<file path="src/rtl/s713_pkg.sv">
// Shared types and constants for the s713 state bank and its scan controller.
package s713_pkg;

  localparam int S713_STATE_W = 15;

  typedef logic [S713_STATE_W-1:0] s713_state_t;

  typedef enum logic [1:0] {
    IDLE  = 2'd0,
    SHIFT = 2'd1,
    DONE  = 2'd2
  } s713_scan_st_e;

  localparam s713_state_t S713_RESET_VAL = 15'h0000;

endpackage

</file>
<file path="src/rtl/s713_scan_ctrl.sv">
// Scan sequencer: 4-phase req/ack handshake, shift counter and capture-drop detection.
//   state | meaning
//   IDLE  | functional mode, captures allowed, waiting for scan_req_i
//   SHIFT | chain shifting one bit per cycle, LEN cycles total
//   DONE  | shift finished, scan_ack_o held until scan_req_i drops
module s713_scan_ctrl
  import s713_pkg::*;
#(
  parameter int LEN   = 15,
  parameter int CNT_W = $clog2(LEN + 1)
) (
  input  logic          clk,
  input  logic          rst,
  input  logic          scan_req_i,
  input  logic          cap_en_i,
  output s713_scan_st_e scan_st_o,
  output logic          scan_ack_o,
  output logic          scan_busy_o,
  output logic          cap_miss_o
);

  localparam logic [CNT_W-1:0] LAST_CNT = CNT_W'(LEN - 1);

  s713_scan_st_e    st_q, st_d;
  logic [CNT_W-1:0] cnt_q, cnt_d;
  logic             ack_q, ack_d;
  logic             busy_q, busy_d;
  logic             miss_q, miss_d;

  always_comb begin
    st_d   = st_q;
    cnt_d  = cnt_q;
    ack_d  = ack_q;
    busy_d = busy_q;
    miss_d = 1'b0;
    case (st_q)
      IDLE: begin
        if (scan_req_i) begin
          st_d   = SHIFT;
          cnt_d  = '0;
          busy_d = 1'b1;
          miss_d = cap_en_i;
        end
      end
      SHIFT: begin
        miss_d = cap_en_i;
        // Counter saturates at the last shift; the request level is ignored here.
        if (cnt_q == LAST_CNT) begin
          st_d   = DONE;
          busy_d = 1'b0;
          ack_d  = 1'b1;
        end else begin
          cnt_d = cnt_q + CNT_W'(1);
        end
      end
      DONE: begin
        miss_d = cap_en_i;
        if (!scan_req_i) begin
          st_d  = IDLE;
          ack_d = 1'b0;
        end
      end
      default: begin
        st_d   = IDLE;
        ack_d  = 1'b0;
        busy_d = 1'b0;
      end
    endcase
  end

  always_ff @(posedge clk) begin
    if (rst) begin
      st_q   <= IDLE;
      cnt_q  <= '0;
      ack_q  <= 1'b0;
      busy_q <= 1'b0;
      miss_q <= 1'b0;
    end else begin
      st_q   <= st_d;
      cnt_q  <= cnt_d;
      ack_q  <= ack_d;
      busy_q <= busy_d;
      miss_q <= miss_d;
    end
  end

  assign scan_st_o   = st_q;
  assign scan_ack_o  = ack_q;
  assign scan_busy_o = busy_q;
  assign cap_miss_o  = miss_q;

endmodule

</file>
<file path="src/rtl/s713_state_bank.sv">
// s713 present-state flops with functional capture and a serial scan chain (bit 0 = scan out).
// Optional S713_STATE_PARITY_EN: even-parity flop at the chain MSB plus sticky parity_err_o.
module s713_state_bank
  import s713_pkg::*;
#(
  parameter int                 STATE_W   = S713_STATE_W,
  parameter logic [STATE_W-1:0] RESET_VAL = S713_RESET_VAL,
  parameter int                 CNT_W     = $clog2(STATE_W + 2)
) (
  input  logic               clk,
  input  logic               rst,
  input  logic [STATE_W-1:0] ns_i,
  input  logic               cap_en_i,
  output logic [STATE_W-1:0] state_o,
  input  logic               scan_req_i,
  output logic               scan_ack_o,
  output logic               scan_busy_o,
  input  logic               scan_si_i,
  output logic               scan_so_o,
  output logic               cap_miss_o
`ifdef S713_STATE_PARITY_EN
  ,
  output logic               parity_err_o
`endif
);

`ifdef S713_STATE_PARITY_EN
  localparam int LEN = STATE_W + 1;
`else
  localparam int LEN = STATE_W;
`endif

  s713_scan_st_e      scan_st;
  logic [STATE_W-1:0] state_q, state_d;
  logic               chain_top_in;
  logic               in_idle;
  logic               do_cap;
  logic               do_shift;

  // Scan wins over capture in IDLE; outside IDLE captures are always dropped.
  assign in_idle  = (scan_st == IDLE);
  assign do_cap   = in_idle & ~scan_req_i & cap_en_i;
  assign do_shift = (scan_st == SHIFT);

  s713_scan_ctrl #(
    .LEN   (LEN),
    .CNT_W (CNT_W)
  ) u_scan_ctrl (
    .clk         (clk),
    .rst         (rst),
    .scan_req_i  (scan_req_i),
    .cap_en_i    (cap_en_i),
    .scan_st_o   (scan_st),
    .scan_ack_o  (scan_ack_o),
    .scan_busy_o (scan_busy_o),
    .cap_miss_o  (cap_miss_o)
  );

`ifdef S713_STATE_PARITY_EN
  logic par_q, par_d;
  logic err_q, err_d;

  // par sits above state in the chain: it feeds state MSB and takes scan_si_i.
  assign chain_top_in = par_q;

  always_comb begin
    par_d = par_q;
    if (do_cap) begin
      par_d = ^ns_i;
    end else if (do_shift) begin
      par_d = scan_si_i;
    end
    err_d = err_q | (in_idle & ((^state_q) ^ par_q));
  end

  always_ff @(posedge clk) begin
    if (rst) begin
      par_q <= ^RESET_VAL;
      err_q <= 1'b0;
    end else begin
      par_q <= par_d;
      err_q <= err_d;
    end
  end

  assign parity_err_o = err_q;
`else
  assign chain_top_in = scan_si_i;
`endif

  always_comb begin
    state_d = state_q;
    if (do_cap) begin
      state_d = ns_i;
    end else if (do_shift) begin
      state_d = {chain_top_in, state_q[STATE_W-1:1]};
    end
  end

  always_ff @(posedge clk) begin
    if (rst) begin
      state_q <= RESET_VAL;
    end else begin
      state_q <= state_d;
    end
  end

  assign state_o   = state_q;
  assign scan_so_o = state_q[0];

endmodule

</file>
<file path="config.mk">
export PLATFORM = sky130hd
export DESIGN_NAME = s713_state_bank
export DESIGN_NICKNAME = d
export VERILOG_FILES = /design/src/rtl/s713_pkg.sv /design/src/rtl/s713_scan_ctrl.sv /design/src/rtl/s713_state_bank.sv
export SDC_FILE = /design/constraint.sdc
export NUM_CORES = 1
export LEC_CHECK = 0
export CORE_MARGIN = 2
export CORE_UTILIZATION = 50
export DETAILED_ROUTE_END_ITERATION = 16
export PLACE_DENSITY = 0.83
export SYNTH_ARGS = -nofsm -noshare
export SYNTH_HDL_FRONTEND = slang
export SYNTH_HIERARCHICAL = 1
export SYNTH_SLANG_ARGS = --single-unit
</file>
<file path="constraint.sdc">
create_clock -name clk -period 5.7 [get_ports clk]
set_clock_uncertainty 0.2 [all_clocks]
set_input_delay 1.425 -clock clk [delete_from_list [all_inputs] [get_ports clk]]
set_output_delay 1.425 -clock clk [all_outputs]
set_load 0.02 [all_outputs]
</file>
==> metrics.yaml <==
synth_fp_nets: 187
viasPerCell: 5.98
synth_cells: 160
setup_violations: 0
io_buffers: 38
cts_resized: 0
avgSynthCellArea_um2: 8.48
dp.final_hpwl_um: 2370
netlist_area_mm2: 0.00136
cts_max_path_buffers: 2
cts_buffers: 3
cap_violations: 0
critPathMaxFanout: 28
overflow: 0
rsz0062_at_grt: "no"
post_cts_buffers: 0
drtIter0Drc: 57
cts-root-buf: "clkbuf_4"
cts.sinks: 25
routedWlPerCell_um: 15.3
fmax_mhz: 305
slew_viol_final: 0
timing.final.crit_period_ns: 3.27
ir_drop_uv: 261
yosys_warnings: 6
track_usage_pct: 21.0
synthToLayoutAreaGrowth_pct: 27.9
criticalPathCategory: "in2reg"
post-route-period-util_pct: 57.4
nets: 219
endpoint_kind: "flop"
core_area_mm2: 0.00252
min_path_type: "reg2reg"
die_x_um: 56.1
drc: 0
drt_first_pass_iters: 4
outcome: "finished clean"
start_kind: "input pin"
cts_tree: "built"
synth-seq-area-share_pct: 36.9
grt_max_degree: 29
cellPowerDensity_mw_per_mm2: 347
drtAntennaViolNets: 0
worstPathArrival_ns: 3.24
io_pins: 39
grt_pass1_wl_um: 5410
antenna_found_initial: 0
leakage_uw: 0.000625
drive_above_1_share_pct: 4.19
diodes: 0
setup_tns_ns: 0
num_rows: 18
drt-total-wl_um: 3380
fp.dieH_um: 56.1
worst_pin_slew_ns: 1.05
clkTransAtPathRegs_ns: 0.15
cp_data_required_time_ns: 5.66
htree_levels: 1
start_util_pct: 53.8
maxSlewHeadroom_pct: 29.8
die_area_mm2: 0.00315
stdcell_count: 221
ctsHoldBuffers: 0
synth-seq-cells: 25
worstSkewPairLatency_ns: 0.32
dp_cells: 217
hold_violations: 0
vias: 1322
synth.distinct_cells: 35
gp_congestion: 0.770
first_global_vias: 1243
cell families after synthesis:
| kind of cell | count (synthesis) | share of synthesized area (%) |
|---|---|---|
| AOI/OAI and AO/OA | 47 | 23.2 |
| adders and majority gates | 7 | 6.45 |
| buffers and inverters | 18 | 6.82 |
| DFF | 25 | 36.9 |
| muxes | 4 | 3.13 |
| and+or+nand+nor | 59 | 23.5 |
stage by stage:
stage / hold slack, ns / util, % / total power, µW / cell area, µm² / worst slack [ns]
floorplan: 0.308 / - / 429 / 1360 / 3.07
global placement: 0.259 / 67.8 / 512 / 1710 / 2.18
detailed placement: 0.266 / 67.8 / 522 / 1710 / 2.11
CTS: 0.285 / 68.8 / 602 / 1740 / 2.47
global route: 0.305 / 68.8 / 642 / 1740 / 2.38
finish: 0.275 / 68.8 / 602 / 1740 / 2.43
routing by layer:
metal	share of wire, %	GRT usage [%]
met1	44	26.9
met4	2.5	9.52
met3	5.7	3.26
met5	0	0
met2	47	34.5
area by class of cell:
class,count,area (µm²)
tap,30,37.5
inverter,7,26.3
sequential,25,500
multi-input combinational,117,764
clock inverter,1,5.00
clock buffer,3,22.5
timing repair buffer,38,380
fill,223,786
path summary, 6_finish.rpt:
check / startpoint / end / slack (ns) / cells past startpoint
min: state_o[9]$_SDFFE_PP0P_ / state_o[8]$_SDFFE_PP0P_ / 0.28 / 2
min reg2reg: state_o[9]$_SDFFE_PP0P_ / state_o[8]$_SDFFE_PP0P_ / 0.28 / 2
max reg2reg: u_scan_ctrl/scan_st_o[0]$_SDFFE_PP0P_ / u_scan_ctrl/cnt_q[3]$_SDFFE_PP0P_ / 3.45 / 5
max: rst / u_scan_ctrl/cnt_q[1]$_SDFFE_PP0P_ / 2.43 / 4
report_power, final:
group / leakage [µW] / total, µW / internal (µW) / switching (µW)
Sequential: 0.000205 / 240 / 207 / 32.6
Combinational: 0.000403 / 281 / 119 / 163
Clock: 0.0000177 / 81.2 / 26.3 / 54.9
Total: 0.000625 / 602 / 352 / 250
registers in the layout (all words and copies together) (netlist names):
| name | count |
|---|---|
| u_scan_ctrl/scan_st_o | 2 |
| u_scan_ctrl/cap_miss_o | 1 |
| u_scan_ctrl/cnt_q | 5 |
| state_o | 15 |
| u_scan_ctrl/scan_ack_o | 1 |
| u_scan_ctrl/scan_busy_o | 1 |
synthesized netlist by cell type:
| library cell | instances | area [µm²] |
|---|---|---|
| a32oi_1 | 1 | 8.76 |
| nor2_1 | 18 | 67.6 |
| a221oi_1 | 3 | 26.3 |
| a311oi_2 | 1 | 15.0 |
| a31oi_1 | 2 | 12.5 |
| nand4_1 | 1 | 6.26 |
| nand3_1 | 6 | 30.0 |
| nor2b_1 | 3 | 18.8 |
| or4b_1 | 2 | 20.0 |
| nor4b_1 | 1 | 8.76 |
| and2b_1 | 1 | 7.51 |
| o2111ai_1 | 1 | 8.76 |
| nor4_1 | 1 | 6.26 |
| nor3b_1 | 2 | 15.0 |
| ha_1 | 7 | 87.6 |
| a22oi_1 | 4 | 30.0 |
| mux2_2 | 2 | 22.5 |
| and3b_1 | 2 | 17.5 |
| a211oi_1 | 12 | 90.1 |
| dfxtp_1 | 25 | 500 |
| a21oi_1 | 17 | 85.1 |
| clkbuf_1 | 3 | 11.3 |
| o211ai_1 | 2 | 15.0 |
| and4b_1 | 1 | 10.0 |
| nand2_1 | 17 | 63.8 |
| buf_2 | 5 | 25.0 |
| o311ai_0 | 1 | 8.76 |
| nand2b_1 | 1 | 6.26 |
| mux2i_1 | 2 | 20.0 |
| nand4b_1 | 2 | 17.5 |
| buf_4 | 1 | 7.51 |
| inv_1 | 7 | 26.3 |
| buf_6 | 2 | 22.5 |
| o21ai_0 | 3 | 15.0 |
| nor4b_4 | 1 | 23.8 |
placed cells by master (no fill, tap or decap), types with 4 or more instances in the layout:
cell / Yosys / layout
nand2_1: 17 / 17
dfxtp_1: 25 / 25
a211oi_1: 12 / 12
a22oi_1: 4 / 4
nand3_1: 6 / 6
a21oi_1: 17 / 17
ha_1: 7 / 7
nor2_1: 18 / 18
clkdlybuf4s50_1: 0 / 38
inv_1: 7 / 7
worst max-delay path: stages:
cell and delay [ns]:
clkdlybuf4s50_1 1.16, inv_1 0.22, a32oi_1 0.27, o311ai_0 0.15
No activity file was read; power rests on OpenSTA's default activity.
